<file path="src/rtl/id_stage.sv">
// Decode stage: control decode, immediate generation, 32x32 register file with
// write-through bypass, load-use hazard detection and a saturating stall counter.
module id_stage (
  input  logic        clk,
  input  logic        reset,
  input  logic [31:0] instr,
  input  logic        flush,
  input  logic        ex_mem_read,
  input  logic [4:0]  ex_rd,
  input  logic        wb_reg_write,
  input  logic [4:0]  wb_rd,
  input  logic [31:0] wb_data,
  output logic        mem_to_reg,
  output logic        reg_write,
  output logic        mem_read,
  output logic        mem_write,
  output logic        beq_instruction,
  output logic        aluSrc,
  output logic [1:0]  aluOp,
  output logic [4:0]  rs1,
  output logic [4:0]  rs2,
  output logic [4:0]  rd,
  output logic [31:0] imediato,
  output logic [31:0] rs1_data,
  output logic [31:0] rs2_data,
  output logic        pc_write,
  output logic        if_id_write,
  output logic [15:0] stall_count
);

  localparam logic [6:0] OP_R   = 7'b0110011;
  localparam logic [6:0] OP_I   = 7'b0010011;
  localparam logic [6:0] OP_LW  = 7'b0000011;
  localparam logic [6:0] OP_SW  = 7'b0100011;
  localparam logic [6:0] OP_BEQ = 7'b1100011;

  logic [31:0] r_regs [32];
  logic [15:0] r_stall_count;

  logic [6:0]  w_opcode;
  logic [4:0]  w_rs1;
  logic [4:0]  w_rs2;
  logic [7:0]  w_ctrl;
  logic [31:0] w_imm;
  logic        w_uses_rs2;
  logic        w_wb_en;
  logic        w_hazard;
  logic        w_bubble;
  logic        w_unused_funct3;

  assign w_opcode        = instr[6:0];
  assign w_rs1           = instr[19:15];
  assign w_rs2           = instr[24:20];
  assign w_unused_funct3 = ^instr[14:12];

  // Control vector order: reg_write, mem_to_reg, mem_read, mem_write, beq, aluSrc, aluOp[1:0]
  always_comb begin
    w_ctrl     = 8'b0000_0000;
    w_imm      = 32'h0;
    w_uses_rs2 = 1'b0;
    case (w_opcode)
      OP_R: begin
        w_ctrl     = 8'b1000_0010;
        w_uses_rs2 = 1'b1;
      end
      OP_I: begin
        w_ctrl = 8'b1000_0111;
        w_imm  = {{20{instr[31]}}, instr[31:20]};
      end
      OP_LW: begin
        w_ctrl = 8'b1110_0100;
        w_imm  = {{20{instr[31]}}, instr[31:20]};
      end
      OP_SW: begin
        w_ctrl     = 8'b0001_0100;
        w_imm      = {{20{instr[31]}}, instr[31:25], instr[11:7]};
        w_uses_rs2 = 1'b1;
      end
      OP_BEQ: begin
        w_ctrl     = 8'b0000_1001;
        w_imm      = {{19{instr[31]}}, instr[31], instr[7], instr[30:25], instr[11:8], 1'b0};
        w_uses_rs2 = 1'b1;
      end
      default: ;
    endcase
  end

  assign w_hazard = ex_mem_read && (ex_rd != 5'd0) &&
                    ((ex_rd == w_rs1) || (w_uses_rs2 && (ex_rd == w_rs2)));
  assign w_bubble = w_hazard || flush;

  assign {reg_write, mem_to_reg, mem_read, mem_write, beq_instruction, aluSrc, aluOp} =
         w_bubble ? 8'b0 : w_ctrl;

  // A flush squashes the stalled instruction anyway, so the front end keeps moving.
  assign pc_write    = flush || !w_hazard;
  assign if_id_write = flush || !w_hazard;

  assign rs1      = w_rs1;
  assign rs2      = w_rs2;
  assign rd       = instr[11:7];
  assign imediato = w_imm;

  assign w_wb_en = wb_reg_write && (wb_rd != 5'd0);

  always_ff @(posedge clk or posedge reset) begin
    if (reset) begin
      for (int i = 0; i < 32; i++) r_regs[i] <= 32'h0;
    end else if (w_wb_en) begin
      r_regs[wb_rd] <= wb_data;
    end
  end

  // Reset masks the read path so in-flight write-back data cannot leak through the bypass.
  assign rs1_data = (reset || w_rs1 == 5'd0)      ? 32'h0 :
                    (w_wb_en && wb_rd == w_rs1)   ? wb_data : r_regs[w_rs1];
  assign rs2_data = (reset || w_rs2 == 5'd0)      ? 32'h0 :
                    (w_wb_en && wb_rd == w_rs2)   ? wb_data : r_regs[w_rs2];

  always_ff @(posedge clk or posedge reset) begin
    if (reset) begin
      r_stall_count <= 16'h0;
    end else if (w_hazard && !flush && r_stall_count != 16'hFFFF) begin
      r_stall_count <= r_stall_count + 16'd1;
    end
  end

  assign stall_count = r_stall_count;

endmodule

</file>
<file path="config.mk">
export PLATFORM = sky130hd
export DESIGN_NAME = id_stage
export DESIGN_NICKNAME = d
export VERILOG_FILES = /design/src/rtl/id_stage.sv
export SDC_FILE = /design/constraint.sdc
export NUM_CORES = 2
export LEC_CHECK = 0
export CAP_MARGIN = 0
export CORE_UTILIZATION = 40
export DETAILED_ROUTE_END_ITERATION = 6
export PLACE_DENSITY = 0.66
export REMOVE_ABC_BUFFERS = 1
export SETUP_SLACK_MARGIN = 0.5
export SKIP_LAST_GASP = 1
export SYNTH_ARGS = -nofsm -noshare
export SYNTH_HDL_FRONTEND = slang
export SYNTH_SLANG_ARGS = --single-unit
export TNS_END_PERCENT = 100
</file>
<file path="constraint.sdc">
create_clock -name clk -period 78.3 [get_ports clk]
set_input_delay 11.745 -clock clk [delete_from_list [all_inputs] [get_ports clk]]
set_output_delay 11.745 -clock clk [all_outputs]
set_load 0.01 [all_outputs]
</file>
==> out/results.ini <==
[status]
status = complete, no violations

[setup_path]
reg2reg_to = stall_count[1]$_DFFE_PP0P_
max_stage_delay_ns = 0.80
path_buf_inv = 5
cp_common_cell = buf_12
cp-end-kind = output pin
path_cells = buf_8 -> buf_12 -> buf_12 -> buf_4 -> mux4_2 -> mux2_2 -> a221o_1 -> a32o_1 -> clkdlybuf4s50_1
rr_worst_depth = 6
crit_start = instr[20]
timing.rr.start = stall_count[0]$_DFFE_PP0P_
crit_arrival_ns = 16.53
r2r_setup_slack_ns = 76.02
cp-start-kind = input pin
crit_family = buffers and inverters
cp_max_fo = 97
path_class = input pin to output pin
critPathSlowestCell = buf_4
crit_required_ns = 66.56

[clock_network]
cts_buffers = 115
cts_root_buf = clkbuf_16
h-tree-depth = 3
clock_path_buffers = 3
cts-hold-fix-buffers = 0
postCtsSetupBuffers = 0
cts_num_sinks = 1040
cts.reportedPaths.clkPinSlew_ns = 0.06
clk_latency_ns = 0.70
tritoncts = yes
cts.repair.resized = 0

[global_route]
grt_overflow_total = 0
grt_max_degree = 100
grt_pass1_wl_mm = 262
gr-usage-all-layers_pct = 25.1
grt_pass1_vias = 37800
antenna_found_initial = 6

[synth]
syn-cell-area_um2 = 56100
ys_seq_area_share_pct = 46.4
ys_seq_elements = 1040
ys_async_sr_fraction_pct = 100
synth-edff-count = 0
syn_avg_cell_area_um2 = 14.5
ys_warn_count = 0
synthFlopType = dfrtp_1
synth.distinct_cells = 64
synthCells = 3865

[detailed_routing]
wl_per_cell_um = 30.7
drt_iter0_drc = 3346
drt-total-wl_mm = 178
drc = 0
viasPerCell = 6.34
wl_met1_mm = 73.3
dr_wl_met3_mm = 14.3
dr.pass1.iters = 5
drtAntennaViolNets = 0
highest_layer = met5
wl_met2_mm = 83.2
vias = 36800

[power_and_ir_drop]
power.leakage_nw = 27.0
p_total_w = 0.00158
power.density_nw_per_um2 = 25.0
vdd_drop_max_v = 0.0000182

[flow_run]
drv_cap = 0

[finish]
final_area_um2 = 63400
layout-drive-gt1-share_pct = 46.4
area_growth_pct = 13.0
fin_nets = 3907

[floorplan]
core-area_um2 = 139000
io_pins = 216
start_util_pct = 40.3
rows = 137
die_w_um = 377
die_h_um = 377
dieArea_um2 = 142000

[place]
gp_congestion = 0.804
dpl.hpwl_mm = 101
placed_cell_area_um2 = 59500
io_buffers = 212

[sta]
slew_violations = 0
setup_viol = 0
fmax_mhz = 35.4
worstMarginPinSlew_ns = 1.19
period_minus_slack_ns = 28.27
final-hold-violation-count = 0
period_share_pct = 36.1
rsz0062_at_grt = false
max-slew-margin-rel_pct = 20.7
finalSetupTns_ns = 0
fin_skew_ns = 0.00439

[worst_hold_path]
hold_path.class = flop to flop
hold_depth = 0
hp-start = r_regs[1020]$_DFFE_PP0P_
min_to = r_regs[1020]$_DFFE_PP0P_

placed cells by master, fill, tap and decap left out, types with 6 or more instances in the layout:
cell and instances:
a2111oi_0 17, nand3_1 14, and2_1 7, mux4_2 407
o22ai_1 20, nor3_1 13, clkbuf_16 116, o221ai_1 95
clkbuf_1 18, a32o_1 33, a22o_1 42, buf_4 112
clkbuf_8 35, nor2_1 12, nand2_2 15, xor2_1 30
a21oi_1 75, mux2_2 1039, nor2_4 15, nand3b_1 9
a211oi_1 23, mux2i_1 214, inv_6 6, bufinv_16 11
a22oi_1 52, clkinv_2 20, clkdlybuf4s50_1 202, nand2_1 69
o31ai_1 10, a221o_1 38, dfrtp_1 1040, nor4_1 10
nor2b_1 14
logic make-up (layout without fill, tap and decap cells):
kind of cell,count (synthesis),count (layout),synth area share [%]
buffers and inverters,484,541,4.04
other,0,1,0
AO/OA/AOI/OAI,421,421,5.92
multiplexers,1661,1661,41.0
XOR/XNOR,33,33,0.515
flip-flops,1040,1040,46.4
adder cells (fa/ha/maj),1,1,0.0223
AND/OR/NAND/NOR,225,225,2.11
stage by stage:
| stage | worst slack, ns | util, % | cells | hold WS, ns |
|---|---|---|---|---|
| finish | 50.03 | 45.5 | 5799 | 0.394 |
| global route | 49.67 | 45.5 | 5798 | 0.410 |
| CTS | 49.86 | 45.5 | 5798 | 0.397 |
| detailed placement | 49.87 | 42.7 | 5586 | 0.383 |
| global placement | 49.88 | 42.7 | 5586 | 0.377 |
| floorplan | 29.50 | - | 3384 | 0.365 |
routing by layer:
layer,global-route usage (%),up-vias
met2,39.6,1598
met4,9.78,8
met3,4.46,399
met1,34.6,19800
li1,-,14900
met5,0,-
how the worst max path moves through the flow:
stage / end / slack, ns / depth (start not counted)
4_1_cts: rs2_data[3] / 49.86 / 9
6_report: rs2_data[27] / 50.03 / 9
3_3_place_gp: rs2_data[3] / 49.88 / 9
5_1_grt: rs2_data[30] / 49.67 / 10
2_1_floorplan: rs1_data[27] / 29.50 / 5
3_5_place_dp: rs2_data[30] / 49.87 / 10
cell type report:
type | instances | area [µm²]
antenna | 1 | 2.50
clock buffer | 167 | 3420
clock inverter | 45 | 556
fill | 12300 | 75900
inverter | 3 | 18.8
multi-input combinational | 2341 | 28000
sequential | 1040 | 26000
tap | 1876 | 2350
timing repair buffer | 326 | 3040
state kept, by name, indices dropped and copies added, names as in the netlist:
register,count
stall_count,16
r_regs,1024
cells in the mapped netlist, types with 2 or more instances:
cell type,instances,area [µm²]
mux4_2,407,9170
nor2b_1,18,113
a22o_1,42,368
buf_2,88,440
or3_1,2,12.5
nand2_1,84,315
o21ai_0,4,20.0
a2111oi_0,17,149
a211oi_1,23,173
a221o_1,38,380
o31ai_1,10,75.1
or3b_2,4,35.0
nor4b_1,4,35.0
or4_1,2,15.0
buf_6,14,158
a21oi_1,75,375
nor4_1,10,62.6
and3_1,3,18.8
xor2_1,30,263
nand3b_1,9,67.6
a31oi_1,2,12.5
nand3_1,14,70.1
mux2i_1,214,2140
nor3_1,13,65.1
or2_2,4,25.0
buf_1,84,315
nand4_1,3,18.8
nand2b_1,4,25.0
and2_1,8,50.1
dfrtp_1,1040,26000
nor2_1,27,101
inv_1,3,11.3
buf_4,60,450
clkbuf_1,234,878
mux2_2,1039,11700
a22oi_1,52,390
o221ai_1,95,832
xnor2_1,3,26.3
o22ai_1,20,125
a32o_1,33,330
nand4b_1,3,26.3
nor3b_1,4,30.0
report_power, final:
part           internal (W)  switching [W]
combinational      0.000184       0.000122
clock              0.000338       0.000229
sequential         0.000638      0.0000723
Note: power is estimated with default switching activity, not from simulation.
